$ cat config.mk
export PLATFORM = sky130hd
export DESIGN_NAME = signal_width_meter_flat
export DESIGN_NICKNAME = d
export VERILOG_FILES = /design/src/rtl/signal_width_meter_if.sv /design/src/rtl/signal_width_meter.sv /design/src/flat_wrapper.sv
export SDC_FILE = /design/constraint.sdc
export NUM_CORES = 1
export LEC_CHECK = 0
export CAP_MARGIN = 30
export CORE_AREA = 2 2 87 89
export DETAILED_ROUTE_END_ITERATION = 6
export DIE_AREA = 0 0 89 91
export DONT_BUFFER_PORTS = 1
export GPL_TIMING_DRIVEN = 0
export SETUP_SLACK_MARGIN = 0.02
export SKIP_CTS_REPAIR_TIMING = 1
export SYNTH_ARGS = -nofsm -noshare
export SYNTH_HDL_FRONTEND = slang
export SYNTH_SLANG_ARGS = --single-unit
$ cat constraint.sdc
create_clock -name clk -period 2.8 [get_ports clk]
set_input_delay 0.56 -clock clk [delete_from_list [all_inputs] [get_ports clk]]
set_output_delay 0.56 -clock clk [all_outputs]
set_load 0.02 [all_outputs]
$ cat src/rtl/signal_width_meter_if.sv
// rtl/signal_width_meter_if.sv - pulse input, classification window and result bundle for signal_width_meter
interface signal_width_meter_if #(
    parameter int CNT_W  = 10,
    parameter int PCNT_W = 16
);
    logic              din;
    logic              enable;
    logic [CNT_W-1:0]  min_width;
    logic [CNT_W-1:0]  max_width;
    logic [CNT_W-1:0]  width_out;
    logic              width_valid;
    logic              accept;
    logic              reject_short;
    logic              reject_long;
    logic              busy;
    logic [PCNT_W-1:0] pulse_cnt;

    modport master (
        output din, enable, min_width, max_width,
        input  width_out, width_valid, accept, reject_short, reject_long, busy, pulse_cnt
    );

    modport slave (
        input  din, enable, min_width, max_width,
        output width_out, width_valid, accept, reject_short, reject_long, busy, pulse_cnt
    );
endinterface

$ cat src/rtl/signal_width_meter.sv
// rtl/signal_width_meter.sv - measures din high width in clk cycles and classifies it against a window
// Optional SIGNALWIDTH_DEADTIME_EN adds a deadtime input and a DEAD holdoff state after each measurement.
module signal_width_meter #(
    parameter int CNT_W  = 10,
    parameter int PCNT_W = 16
) (
    input  logic             clk,
    input  logic             rst_n,
`ifdef SIGNALWIDTH_DEADTIME_EN
    input  logic [CNT_W-1:0] deadtime,
`endif
    signal_width_meter_if.slave bus
);
    typedef enum logic [1:0] {IDLE, MEASURE, OVER, DEAD} state_t;

    state_t            state, state_n;
    logic              s1, s2, s3;
    logic              rise, fall;
    logic [CNT_W-1:0]  cnt, cnt_n;
    logic [CNT_W-1:0]  width_q, width_n;
    logic              wv_q, wv_n;
    logic              acc_q, acc_n;
    logic              rs_q, rs_n;
    logic              rl_q, rl_n;
    logic              busy_q;
    logic [PCNT_W-1:0] pcnt_q;
    state_t            done_state;

    assign rise = s2 & ~s3;
    assign fall = ~s2 & s3;

    // cnt doubles as the holdoff counter in DEAD, so it restarts at 1 on entry
`ifdef SIGNALWIDTH_DEADTIME_EN
    assign done_state = (deadtime != '0) ? DEAD : IDLE;
`else
    assign done_state = IDLE;
`endif

    always_comb begin
        state_n = state;
        cnt_n   = cnt;
        width_n = width_q;
        wv_n    = 1'b0;
        acc_n   = 1'b0;
        rs_n    = 1'b0;
        rl_n    = 1'b0;
        case (state)
            IDLE: begin
                if (bus.enable && rise) begin
                    state_n = MEASURE;
                    cnt_n   = CNT_W'(1);
                end
            end
            MEASURE: begin
                if (!bus.enable) begin
                    state_n = IDLE;
                end else if (fall) begin
                    width_n = cnt;
                    wv_n    = 1'b1;
                    acc_n   = (cnt >= bus.min_width);
                    rs_n    = (cnt < bus.min_width);
                    state_n = done_state;
                    cnt_n   = CNT_W'(1);
                end else if ((bus.max_width != '0) && (cnt >= bus.max_width)) begin
                    // still high after max_width cycles: report long now, ignore the eventual fall
                    width_n = bus.max_width;
                    wv_n    = 1'b1;
                    rl_n    = 1'b1;
                    state_n = OVER;
                end else if (cnt != '1) begin
                    cnt_n = cnt + 1'b1;
                end
            end
            OVER: begin
                if (!bus.enable) begin
                    state_n = IDLE;
                end else if (fall) begin
                    state_n = done_state;
                    cnt_n   = CNT_W'(1);
                end
            end
            DEAD: begin
`ifdef SIGNALWIDTH_DEADTIME_EN
                if (!bus.enable || (cnt >= deadtime)) begin
                    state_n = IDLE;
                end else begin
                    cnt_n = cnt + 1'b1;
                end
`else
                state_n = IDLE;
`endif
            end
            default: state_n = IDLE;
        endcase
    end

    always_ff @(posedge clk) begin
        if (!rst_n) begin
            s1      <= 1'b0;
            s2      <= 1'b0;
            s3      <= 1'b0;
            state   <= IDLE;
            cnt     <= '0;
            width_q <= '0;
            wv_q    <= 1'b0;
            acc_q   <= 1'b0;
            rs_q    <= 1'b0;
            rl_q    <= 1'b0;
            busy_q  <= 1'b0;
            pcnt_q  <= '0;
        end else begin
            s1      <= bus.din;
            s2      <= s1;
            s3      <= s2;
            state   <= state_n;
            cnt     <= cnt_n;
            width_q <= width_n;
            wv_q    <= wv_n;
            acc_q   <= acc_n;
            rs_q    <= rs_n;
            rl_q    <= rl_n;
            busy_q  <= (state_n != IDLE);
            pcnt_q  <= pcnt_q + PCNT_W'(acc_n);
        end
    end

    assign bus.width_out    = width_q;
    assign bus.width_valid  = wv_q;
    assign bus.accept       = acc_q;
    assign bus.reject_short = rs_q;
    assign bus.reject_long  = rl_q;
    assign bus.busy         = busy_q;
    assign bus.pulse_cnt    = pcnt_q;
endmodule

$ cat src/flat_wrapper.sv
// flat-port wrapper written by rule: the top's interface ports become plain ports
module signal_width_meter_flat 
#(
    parameter int CNT_W  = 10,
    parameter int PCNT_W = 16
)
  (clk, rst_n, bus_din, bus_enable, bus_min_width, bus_max_width, bus_width_out, bus_width_valid, bus_accept, bus_reject_short, bus_reject_long, bus_busy, bus_pulse_cnt);
  signal_width_meter_if #(.CNT_W(CNT_W), .PCNT_W(PCNT_W)) bus_i ();
  input  logic clk;
  input  logic rst_n;
  input wire logic [$bits(bus_i.din)-1:0] bus_din;
  input wire logic [$bits(bus_i.enable)-1:0] bus_enable;
  input wire logic [$bits(bus_i.min_width)-1:0] bus_min_width;
  input wire logic [$bits(bus_i.max_width)-1:0] bus_max_width;
  output wire logic [$bits(bus_i.width_out)-1:0] bus_width_out;
  output wire logic [$bits(bus_i.width_valid)-1:0] bus_width_valid;
  output wire logic [$bits(bus_i.accept)-1:0] bus_accept;
  output wire logic [$bits(bus_i.reject_short)-1:0] bus_reject_short;
  output wire logic [$bits(bus_i.reject_long)-1:0] bus_reject_long;
  output wire logic [$bits(bus_i.busy)-1:0] bus_busy;
  output wire logic [$bits(bus_i.pulse_cnt)-1:0] bus_pulse_cnt;
  assign bus_i.din = bus_din;
  assign bus_i.enable = bus_enable;
  assign bus_i.min_width = bus_min_width;
  assign bus_i.max_width = bus_max_width;
  assign bus_width_out = bus_i.width_out;
  assign bus_width_valid = bus_i.width_valid;
  assign bus_accept = bus_i.accept;
  assign bus_reject_short = bus_i.reject_short;
  assign bus_reject_long = bus_i.reject_long;
  assign bus_busy = bus_i.busy;
  assign bus_pulse_cnt = bus_i.pulse_cnt;
  signal_width_meter #(.CNT_W(CNT_W), .PCNT_W(PCNT_W)) u_core (.clk(clk), .rst_n(rst_n), .bus(bus_i));
endmodule
== After elaboration in Yosys (flattened, before gate mapping) ==
Index checks and enable logic that the tools add are counted.

* Word-level logic and storage cells: 68
* Flip-flop bits (word level): 46
* Output and inout bits: 31
* Input port bits: 24

* Mux-type cells: 22
* Add/sub/neg operators: 2
* Reductions and logical operators: 12
* Equality and inequality tests: 10
* Bitwise operators: 7
* $lt $le $gt $ge: 3

{| class="wikitable"
|+ Operators by type and width
! operator !! number
|-
| two-way mux 10 bit || 9
|-
| case mux 10 bit (3 select lines) || 1
|-
| >= comparator 10 bit || 2
|-
| adder 16 x 1 -> 16 bit || 1
|-
| two-way mux 2 bit || 6
|-
| adder 10 x 1 -> 10 bit (second input constant) || 1
|-
| < comparator 10 bit || 1
|-
| != test 10 bit (second input constant) || 1
|-
| nonzero test 10 bit || 1
|-
| case mux 2 bit (4 select lines) || 1
|-
| AND reduction 7 bit || 1
|-
| AND reduction 3 bit || 2
|-
| two-way mux 1 bit || 5
|-
| NOT 1 bit || 5
|-
| equality test 2 bit (second input constant) || 2
|-
| != test 2 x 1 -> 1 bit (second input constant) || 2
|-
| != test 2 bit (second input constant) || 2
|-
| AND reduction 4 bit || 1
|-
| nonzero test 2 bit || 2
|-
| OR reduction 4 bit || 1
|-
| != test 3 x 1 -> 1 bit (second input constant) || 1
|-
| != test 3 x 2 -> 1 bit (second input constant) || 1
|-
| nonzero test 3 bit || 1
|-
| AND 1 bit || 2
|-
| other kinds (3) || 4
|}

== Longest topological paths before layout ==
Gate-level depths: netlist of run 1.

* Depth after elaboration: 7
* Depth in mapped cells: 15
* Mapped depth without buffers: 15

== Worst setup path before layout of run 1 ==
OpenSTA, ideal clock, no wires.

* Path kind: input port to flip-flop
* Start: input port bus_min_width[1]
* End: register u_core.pcnt_q[13] (netlist: u_core.bus.pulse_cnt[13])
* Data arrival time: 2.770 ns
* Stages on the path: 15
* Library setup time: 0.115 ns
* Slack: -0.085 ns
* Buffers on the path: 0
* Cell sequence: inv_1 -> ha_1 -> nor2b_1 -> o21a_1 -> o21ai_0 -> a211oi_1 -> nor3_1 -> nor2_1 -> ha_1 -> nand3_1 -> nor3_1 -> and3_1 -> nand3_1 -> xnor2_1 -> and2_1

* Word-level cells in the longest chain between the ends: 5

{| class="wikitable"
|+ RTL lines
! element !! line !! source
|-
| from (decl) || flat_wrapper.sv:13 || <nowiki>input wire logic [$bits(bus_i.min_width)-1:0] bus_min_width;</nowiki>
|-
| >= comparator 10 bit || signal_width_meter.sv:60 || <nowiki>acc_n = (cnt >= bus.min_width);</nowiki>
|-
| two-way mux 1 bit || signal_width_meter.sv:57 || <nowiki>end else if (fall) begin</nowiki>
|-
| two-way mux 1 bit || signal_width_meter.sv:55 || <nowiki>if (!bus.enable) begin</nowiki>
|-
| two-way mux 1 bit || signal_width_meter.sv:47 || <nowiki>case (state)</nowiki>
|-
| via u_core.acc_n || signal_width_meter.sv:22 || <nowiki>logic acc_q, acc_n;</nowiki>
|-
| adder 16 x 1 -> 16 bit || signal_width_meter.sv:123 || <nowiki>pcnt_q <= pcnt_q + PCNT_W'(acc_n);</nowiki>
|-
| to (signal assigned) || signal_width_meter.sv:123 ||
|-
| to (decl) || signal_width_meter.sv:26 || <nowiki>logic [PCNT_W-1:0] pcnt_q;</nowiki>
|}

The timed path passes the listed nets, and every way through them passes these cells.
A chain may end at the register's enable or synchronous reset.

== Final worst setup path of run 1 ==
* Start: register u_core.cnt[1]
* End: register u_core.pcnt_q[15] (netlist: u_core.bus.pulse_cnt[15])

* Word-level cells in the longest chain between the ends: 5

{| class="wikitable"
|+ RTL lines
! element !! line !! source
|-
| from (decl) || signal_width_meter.sv:19 || <nowiki>logic [CNT_W-1:0] cnt, cnt_n;</nowiki>
|-
| from (signal assigned) || signal_width_meter.sv:116 || <nowiki>cnt <= cnt_n;</nowiki>
|-
| >= comparator 10 bit || signal_width_meter.sv:60 ||
|-
| two-way mux 1 bit || signal_width_meter.sv:57 ||
|-
| two-way mux 1 bit || signal_width_meter.sv:55 ||
|-
| two-way mux 1 bit || signal_width_meter.sv:47 ||
|-
| via u_core.acc_n || signal_width_meter.sv:22 ||
|-
| adder 16 x 1 -> 16 bit || signal_width_meter.sv:123 ||
|}

The timed path passes the listed nets, and every way through them passes these cells.

==> results.sh, run 1 <==
export IMPL_clock_latency_ns=0.30
export IMPL_cp_endpoint="u_core.bus.pulse_cnt[15]"
export IMPL_root_buffer="clkbuf_8"
export IMPL_grt_pass1_vias=2291
export IMPL_yosysMostFrequentCell="dfxtp_1"
export IMPL_reg2reg_to="u_core.bus.pulse_cnt[15]"
export IMPL_vias=2380
export IMPL_worst_pin_slew_ns=0.708
export IMPL_layoutNonFillerInstCount=442
export IMPL_fmax_mhz=372
export IMPL_die_w_um=89
export IMPL_ff2ff_setup_slack_ns=0.11
export IMPL_n_antenna_cell=0
export IMPL_drtPass1Iterations=4
export IMPL_hp_class="input port to register"
export IMPL_ir_drop_uv=207
export IMPL_overflow=0
export IMPL_syn_num_nets=372
export IMPL_cts_htree_levels=2
export IMPL_end_kind="register"
export IMPL_dpl_worst_slack_ns=-0.304
export IMPL_synthCells=325
export IMPL_cts_buffers=5
export IMPL_setup_worst_path_class="register to register"
export IMPL_cts_tree="done"
export IMPL_grt_use_total_pct=17.1
export IMPL_start_kind="register"
export IMPL_status="finished, final reports clean"
export IMPL_crit_start="u_core.cnt[1]"
export IMPL_leakage_nw=1.27
export IMPL_io_buffer_count=0
export IMPL_place_inst=424
export IMPL_drv_slew=0
export IMPL_finalPower_mw=1.17
export IMPL_wl_um=6850
export IMPL_dieArea_sq_um=8100
export IMPL_fillers=744
export IMPL_initial_core_util_pct=38.7
export IMPL_avgSynthCellArea_sq_um=8.50
export IMPL_yosysTopAreaCellShare_pct=33.3
export IMPL_yosysWarnings=0
export IMPL_yosysUniqueCellTypes=49
export IMPL_finalHoldViolCount=0
export IMPL_grt_start_max_net_pins=16
export IMPL_clock_skew_ns=0.00873
export IMPL_antenna_found_initial=0
export IMPL_min_period_ns=2.69
export IMPL_power_density_nw_per_um2=369
export IMPL_synth_top_area_cell="dfxtp_1"
export IMPL_viasPerCell=5.38
export IMPL_timing_rr_start="u_core.cnt[1]"
export IMPL_rsz0062_at_grt="yes"
export IMPL_finalSetupTns_ns=0
export IMPL_place_congestion=0.897
export IMPL_routedWlPerCell_um=15.5
export IMPL_areaGrowthSynthToFinish_pct=15.0
export IMPL_final_setup_viol_count=0
export IMPL_clkSlewWorstSetupHoldPaths_ns=0.10
export IMPL_drc=0
export IMPL_synth_edf_count=0
export IMPL_ys_top_cells_by_area="dfxtp_1 33%, ha_1 10%, a21oi_1 3.6%, and2_1 3.6%, nand3_1 3.6%"
export IMPL_synthArstFlopShare_pct=0
export IMPL_layout_drive_gt1_share_pct=15.7
export IMPL_synth_common_cells="46 x dfxtp_1, 23 x ha_1, 22 x inv_1"
export IMPL_layout_nets=389
export IMPL_whs_ns=0.375
export IMPL_slew_headroom_pct=52.7
export IMPL_critPathMaxFanout=5
export IMPL_required_ns=3.00
export IMPL_slowest_delay_ns=0.38
export IMPL_worst_r2r_cell_count=14
export IMPL_drt_iter0_drc=103
export IMPL_critical_path_cell_chain="ha_4 > nor2b_2 > o21a_1 > o21ai_2 > a211oi_2 > nor3_2 > nor2_1 > ha_2 > nand3_4 > nor3_4 > and3_4 > nand3_2 > xnor2_1 > and2_1"
export IMPL_chipHeight_um=91
export IMPL_core_area_sq_um=7140
export IMPL_cts_sinks=46
export IMPL_dp_hpwl_um=5040
export IMPL_arrival_ns=2.89
export IMPL_ys_seq_area_share_pct=33.3
export IMPL_cap_violations=0
export IMPL_ys_flop_type="dfxtp_1"
export IMPL_grt_pass1_wl_um=10800
export IMPL_synth_area_sq_um=2760
export IMPL_ios=55
export IMPL_setup_ws_ns=0.111
export IMPL_cpMaxStageDelayCell="dfxtp_4"
export IMPL_antenna_left=0
export IMPL_period_share_pct=96.0
export IMPL_ys_seq_elements=46
export IMPL_placementRows=31
export IMPL_cts_path_max_buffers=2
## worst min-delay path by stage
stage,startpoint,to,depth (start not counted)
CTS,bus_din,u_core.s1,1
detailed placement,u_core.s1,u_core.s2,1
global route,bus_din,u_core.s1,1
floorplan,u_core.s1,u_core.s2,1
finish,bus_din,u_core.s1,1
global placement,u_core.s1,u_core.s2,1
## where the power goes
group          switching, mW  internal, mW  leakage [nW]  total (mW)
logic                 0.0570        0.0360         0.851      0.0929
registers            0.00432         0.656         0.374       0.660
clock network          0.242         0.176        0.0441       0.418
total                  0.304         0.868          1.27        1.17
## logic make-up after synthesis
family,after synthesis,share of synthesized area [%]
AO/OA/AOI/OAI,76,19.6
flip-flops,46,33.3
AND/OR/NAND/NOR,133,27.3
buffers and inverters,35,5.53
XOR/XNOR,12,3.81
adder cells (fa/ha/maj),23,10.4
## routing by layer
layer / track usage [%] / share of wire [%]
met5: 0 / 0
met4: 4.10 / 0.90
met3: 5.00 / 7.4
met2: 27.9 / 48
met1: 22.0 / 43
## area by class of cell
type	instances	area, sq um	share of cell area (%)
Multi-Input combinational cell	244	1800	56.8
Clock inverter	3	21.3	0.670
Inverter	22	82.6	2.60
Sequential cell	46	931	29.3
Tap cell	99	124	3.90
Buffer	13	70.1	2.21
Timing Repair Buffer	10	75.1	2.36
Clock buffer	5	68.8	2.17
## flip-flops by register name, indices dropped and copies added, names as in the netlist, 2 cells and up
register              cells
u_core.bus.width_out     10
u_core.bus.pulse_cnt     16
u_core.cnt               10
u_core.state              2
## placed cells by master, fill, tap and decap left out, types with 12 or more instances in the layout
cell type / Yosys / layout
nor2_1: 21 / 21
inv_1: 22 / 22
nand2_1: 18 / 18
and2_1: 16 / 16
a21boi_1: 11 / 12
ha_1: 23 / 20
or3_1: 12 / 12
dfxtp_1: 46 / 42
a21oi_1: 20 / 20
nand3_1: 20 / 14
## critical path, delay by kind of cell, from the launching register on
family | cells | cell delay [ns]
AO/OA/AOI/OAI | 3 | 0.46
XOR/XNOR | 1 | 0.14
adder cells (fa/ha/maj) | 2 | 0.51
AND/OR/NAND/NOR | 8 | 1.10
flip-flops | 1 | 0.38
## stage by stage
step	cell area [sq um]	utilization, %
after floorplan	2810	-
after global routing	3180	44.5
final	3180	44.5
after CTS	3020	42.4
after global placement	2930	41.1
after detailed placement	2930	41.1
(Power assumes the default switching activity.)
==> run 2: changes to the inputs <==
==> constraint.sdc (replaced) <==
create_clock -name clk -period 2.8 [get_ports clk]
set_input_delay 0.14 -clock clk [delete_from_list [all_inputs] [get_ports clk]]
set_output_delay 0.14 -clock clk [all_outputs]
set_load 0.02 [all_outputs]
==> run 2 against run 1 <==
Largest power group unchanged. Non-clock buffer count is 4 lower. Via count shrank 1.6%. Count of clock-buffer cells in the layout grew 1. Combinational power rose by 5.7%. Setup slack lost 0.038 ns. Critical endpoint is now u_core.bus.pulse_cnt[14]. Flip-flop and latch count unchanged. Core utilization fell by 0.21 points. Critical path type unchanged.
==> results.sh, run 2 (synthesized netlist as in run 1, its figures left out) <==
export IMPL_io_buffer_count=0
export IMPL_dieArea_sq_um=8100
export IMPL_cts_buffers=5
export IMPL_multiInputGateArea_sq_um=1820
export IMPL_wl_um=6760
export IMPL_top_usage_layer="met2"
export IMPL_initial_core_util_pct=38.7
export IMPL_status="finished, final reports clean"
export IMPL_cts_tree="done"
export IMPL_setup_ws_ns=0.0732
export IMPL_grt_use_total_pct=16.9
export IMPL_clock_latency_ns=0.30
export IMPL_finalHoldViolCount=0
export IMPL_hp_class="input port to register"
export IMPL_die_w_um=89
export IMPL_layout_nets=385
export IMPL_n_antenna_cell=0
export IMPL_place_congestion=0.811
export IMPL_grt_start_max_net_pins=15
export IMPL_largest_register_ffs=16
export IMPL_dp_hpwl_um=5070
export IMPL_ios=55
export IMPL_antenna_left=0
export IMPL_mostFrequentLayoutCells="41 x dfxtp_1, 22 x inv_1, 21 x nor2_1"
export IMPL_start_kind="register"
export IMPL_slew_headroom_pct=58.7
export IMPL_place_inst=424
export IMPL_power_density_nw_per_um2=369
export IMPL_vias=2343
export IMPL_antenna_found_initial=0
export IMPL_fmax_mhz=367
export IMPL_dpl_worst_slack_ns=-0.422
export IMPL_drtPass1Iterations=4
export IMPL_end_kind="register"
export IMPL_use_met2_pct=27.2
export IMPL_grt_pass1_wl_um=10800
export IMPL_register_area_sq_um=932
export IMPL_min_period_ns=2.73
export IMPL_final_setup_viol_count=0
export IMPL_required_ns=3.01
export IMPL_worst_pin_slew_ns=0.618
export IMPL_ir_drop_uv=205
export IMPL_leakage_nw=1.25
export IMPL_whs_ns=0.0828
export IMPL_finalPower_mw=1.17
export IMPL_layoutNonFillerInstCount=438
export IMPL_core_area_sq_um=7140
export IMPL_clock_skew_ns=0.0111
export IMPL_period_share_pct=97.4
export IMPL_final_util_pct=44.3
export IMPL_grt_pass1_vias=2312
export IMPL_drc=0
export IMPL_drt_iter0_drc=215
export IMPL_placementRows=31
export IMPL_viasPerCell=5.35
export IMPL_finalSetupTns_ns=0
export IMPL_clkSlewWorstSetupHoldPaths_ns=0.09
export IMPL_rsz0062_at_grt="yes"
export IMPL_arrival_ns=2.94
export IMPL_critPathMaxFanout=6
export IMPL_fillers=760
export IMPL_chipHeight_um=91
export IMPL_use_met3_pct=4.64
export IMPL_fin_area_sq_um=3160
export IMPL_root_buffer="clkbuf_8"
export IMPL_grtUsageMet1_pct=22.4
export IMPL_cap_violations=0
export IMPL_cts_sinks=46
export IMPL_layout_commonest_cell="dfxtp_1"
export IMPL_cts_htree_levels=2
export IMPL_cts_path_max_buffers=2
export IMPL_dpl_cell_area_sq_um=2890
export IMPL_drv_slew=0
export IMPL_overflow=0
export IMPL_routedWlPerCell_um=15.4
export IMPL_areaGrowthSynthToFinish_pct=14.5
export IMPL_setup_worst_path_class="register to register"
export IMPL_layout_drive_gt1_share_pct=14.2
run 2: cell type report:
type / instances / area share [%]
Sequential cell: 46 / 29.5
Timing Repair Buffer: 6 / 1.58
Buffer: 13 / 2.22
Inverter: 22 / 2.61
Clock inverter: 2 / 0.435
Tap cell: 99 / 3.92
Clock buffer: 6 / 2.30
Multi-Input combinational cell: 244 / 57.5
run 2: worst max-delay path, stage by stage, from the launching register on:
cell and delay, ns:
dfxtp_4 0.38, ha_4 0.27, nor2b_4 0.12, o21a_1 0.12
o21ai_2 0.06, a211oi_2 0.25, nor3_2 0.10, nor2_1 0.13
ha_2 0.25, ha_4 0.17, nand3_4 0.08, nor3_4 0.28
nand3_1 0.13, xnor2_1 0.15, and2_1 0.15
run 2: path summary, 6_finish.rpt:
kind / slack, ns / to / from / cells after the start
max: 0.07 / u_core.bus.pulse_cnt[14] / u_core.cnt[1] / 14
min: 0.08 / u_core.bus.width_out[0] / bus_max_width[0] / 3
max reg2reg: 0.07 / u_core.bus.pulse_cnt[14] / u_core.cnt[1] / 14
min reg2reg: 0.44 / u_core.s2 / u_core.s1 / 1
run 2: metal layers:
layer	routed length (um)	vias to the layer above
met3	383	8
met1	3140	1101
met4	64	0
met5	0	-
li1	-	1178
met2	3170	56
run 2: report_power, final:
part,internal [mW],total [mW],switching (mW)
clock network,0.177,0.410,0.233
registers,0.656,0.660,0.00442
logic,0.0401,0.0982,0.0581
==> run 3: changes to the inputs <==
==> constraint.sdc (replaced) <==
create_clock -name clk -period 3.5 [get_ports clk]
set_input_delay 0.175 -clock clk [delete_from_list [all_inputs] [get_ports clk]]
set_output_delay 0.175 -clock clk [all_outputs]
set_load 0.02 [all_outputs]
==> run 3 against run 2 <==
Clock skew up 0.0021 ns. Setup slack better by 0.31 ns. Register-to-register slack improved by 0.31 ns. Combinational power decreased by 28%. Critical path depth rose by 1. Worst hold slack got worse by 0.082 ns. Via count shrank 1.0%. Clock power down 21%.
==> results.sh, run 3 (synthesized netlist as in run 1, its figures left out) <==
export IMPL_placementRows=31
export IMPL_mostFrequentLayoutCells="46 x dfxtp_1, 23 x ha_1, 22 x inv_1"
export IMPL_sw_frac_of_total_pct=25.0
export IMPL_dpl_cell_area_sq_um=2890
export IMPL_fin_area_sq_um=2980
export IMPL_cts_tree="done"
export IMPL_place_congestion=0.811
export IMPL_power_frac_seq_pct=57.2
export IMPL_worst_pin_slew_ns=0.609
export IMPL_dpl_worst_slack_ns=0.278
export IMPL_min_period_ns=3.12
export IMPL_n_antenna_cell=0
export IMPL_largest_register_ffs=16
export IMPL_routedWlPerCell_um=15.2
export IMPL_required_ns=3.71
export IMPL_power_density_nw_per_um2=310
export IMPL_finalSetupTns_ns=0
export IMPL_p_int_uw=694
export IMPL_wl_um=6570
export IMPL_die_w_um=89
export IMPL_grt_start_max_net_pins=15
export IMPL_fmax_mhz=320
export IMPL_cap_violations=0
export IMPL_fillers=770
export IMPL_whs_ns=0.000917
export IMPL_register_area_sq_um=921
export IMPL_chipHeight_um=91
export IMPL_worst_r2r_cell_count=15
export IMPL_multiInputGateArea_sq_um=1700
export IMPL_drtPass1Iterations=4
export IMPL_viasPerCell=5.37
export IMPL_drt_iter0_drc=205
export IMPL_root_buffer="clkbuf_8"
export IMPL_clock_latency_ns=0.30
export IMPL_io_buffer_count=0
export IMPL_final_setup_viol_count=0
export IMPL_layout_drive_gt1_share_pct=7.51
export IMPL_leakage_nw=1.19
export IMPL_finalPower_uw=925
export IMPL_dieArea_sq_um=8100
export IMPL_hp_class="input port to register"
export IMPL_grt_pass1_wl_um=10800
export IMPL_ir_drop_uv=164
export IMPL_critPathMaxFanout=6
export IMPL_ios=55
export IMPL_arrival_ns=3.33
export IMPL_clkSlewWorstSetupHoldPaths_ns=0.09
export IMPL_setup_worst_path_class="register to register"
export IMPL_grt_use_total_pct=16.9
export IMPL_antenna_left=0
export IMPL_end_kind="register"
export IMPL_p_comb_share_pct=7.6
export IMPL_start_kind="register"
export IMPL_slew_headroom_pct=59.3
export IMPL_min_path_cells=1
export IMPL_drc=0
export IMPL_finalHoldViolCount=0
export IMPL_clock_skew_ns=0.0132
export IMPL_dp_hpwl_um=5070
export IMPL_setup_ws_ns=0.379
export IMPL_areaGrowthSynthToFinish_pct=7.97
export IMPL_cts_htree_levels=2
export IMPL_grt_pass1_vias=2312
export IMPL_antenna_found_initial=0
export IMPL_p_clk_share_pct=35.2
export IMPL_vias=2319
export IMPL_overflow=0
export IMPL_drv_slew=0
export IMPL_cts_path_max_buffers=2
export IMPL_rsz0062_at_grt="no"
export IMPL_cts_sinks=46
export IMPL_cpMaxStageDelayCell="dfxtp_1"
export IMPL_period_share_pct=89.2
export IMPL_slowest_delay_ns=0.48
export IMPL_switchingPower_uw=231
export IMPL_cts_buffers=5
export IMPL_crit_top_cell="ha_1"
export IMPL_critical_path_cell_chain="inv_1 > ha_1 > nor2b_1 > o21a_1 > o21ai_0 > a211oi_1 > nor3_1 > nor2_1 > ha_1 > ha_1 > nand3_1 > nor3_2 > nand3_1 > xnor2_1 > and2_1"
export IMPL_initial_core_util_pct=38.7
export IMPL_layout_nets=379
export IMPL_layout_commonest_cell="dfxtp_1"
export IMPL_core_area_sq_um=7140
export IMPL_status="finished, final reports clean"
run 3: cell types whose count changed in the layout (fill, tap and decap cells not counted), moves of 3 or more:
cell / delta
nand3_1: +4
dfxtp_2: -3
ha_4: -3
dfxtp_1: +5
ha_1: +4
buf_4: -4
run 3: per-layer routing:
metal  track usage, %  routed length (um)
met4             3.86                  51
met5                0                   0
met2             27.2                3100
met1             22.4                3010
met3             4.64                 413
run 3: power by group through the flow:
stage          combinational (mW)  clock [mW]  sequential, mW
2_1_floorplan              0.0546           0           0.540
3_3_place_gp               0.0694           0           0.542
3_5_place_dp               0.0709           0           0.542
4_1_cts                    0.0714       0.337           0.529
5_1_grt                    0.0812       0.360           0.530
6_report                   0.0705       0.325           0.529
run 3: critical path: cells and delay by family (launching register included):
kind	cells	cell delay [ns]
and+or+nand+nor	7	1.13
adders and majority gates	3	0.66
xor gates and xnor gates	1	0.15
buffers and inverters	1	0.10
AOI/OAI and AO/OA	3	0.52
DFF	1	0.48
run 3: worst paths after layout:
kind                               startpoint                  endpoint  slack, ns
worst max register to register  u_core.cnt[0]  u_core.bus.pulse_cnt[12]       0.38
worst min register to register      u_core.s1                 u_core.s2       0.44
worst min-delay path                  bus_din                 u_core.s1     0.0009
worst max-delay path            u_core.cnt[0]  u_core.bus.pulse_cnt[12]       0.38
run 3: through the flow:
| step | cells | util (%) |
|---|---|---|
| after floorplan | 325 | - |
| after global placement | 424 | 40.4 |
| after detailed placement | 424 | 40.4 |
| after CTS | 432 | 41.6 |
| after global routing | 432 | 41.8 |
| final | 432 | 41.8 |
run 3: area by class of cell:
class | instances | area share (%)
plain buffers | 13 | 2.35
clock buffers | 6 | 2.43
clock inverters | 2 | 0.462
inverters | 22 | 2.77
multi-input cells | 244 | 56.9
flip-flops and latches | 46 | 30.9
well taps | 99 | 4.15
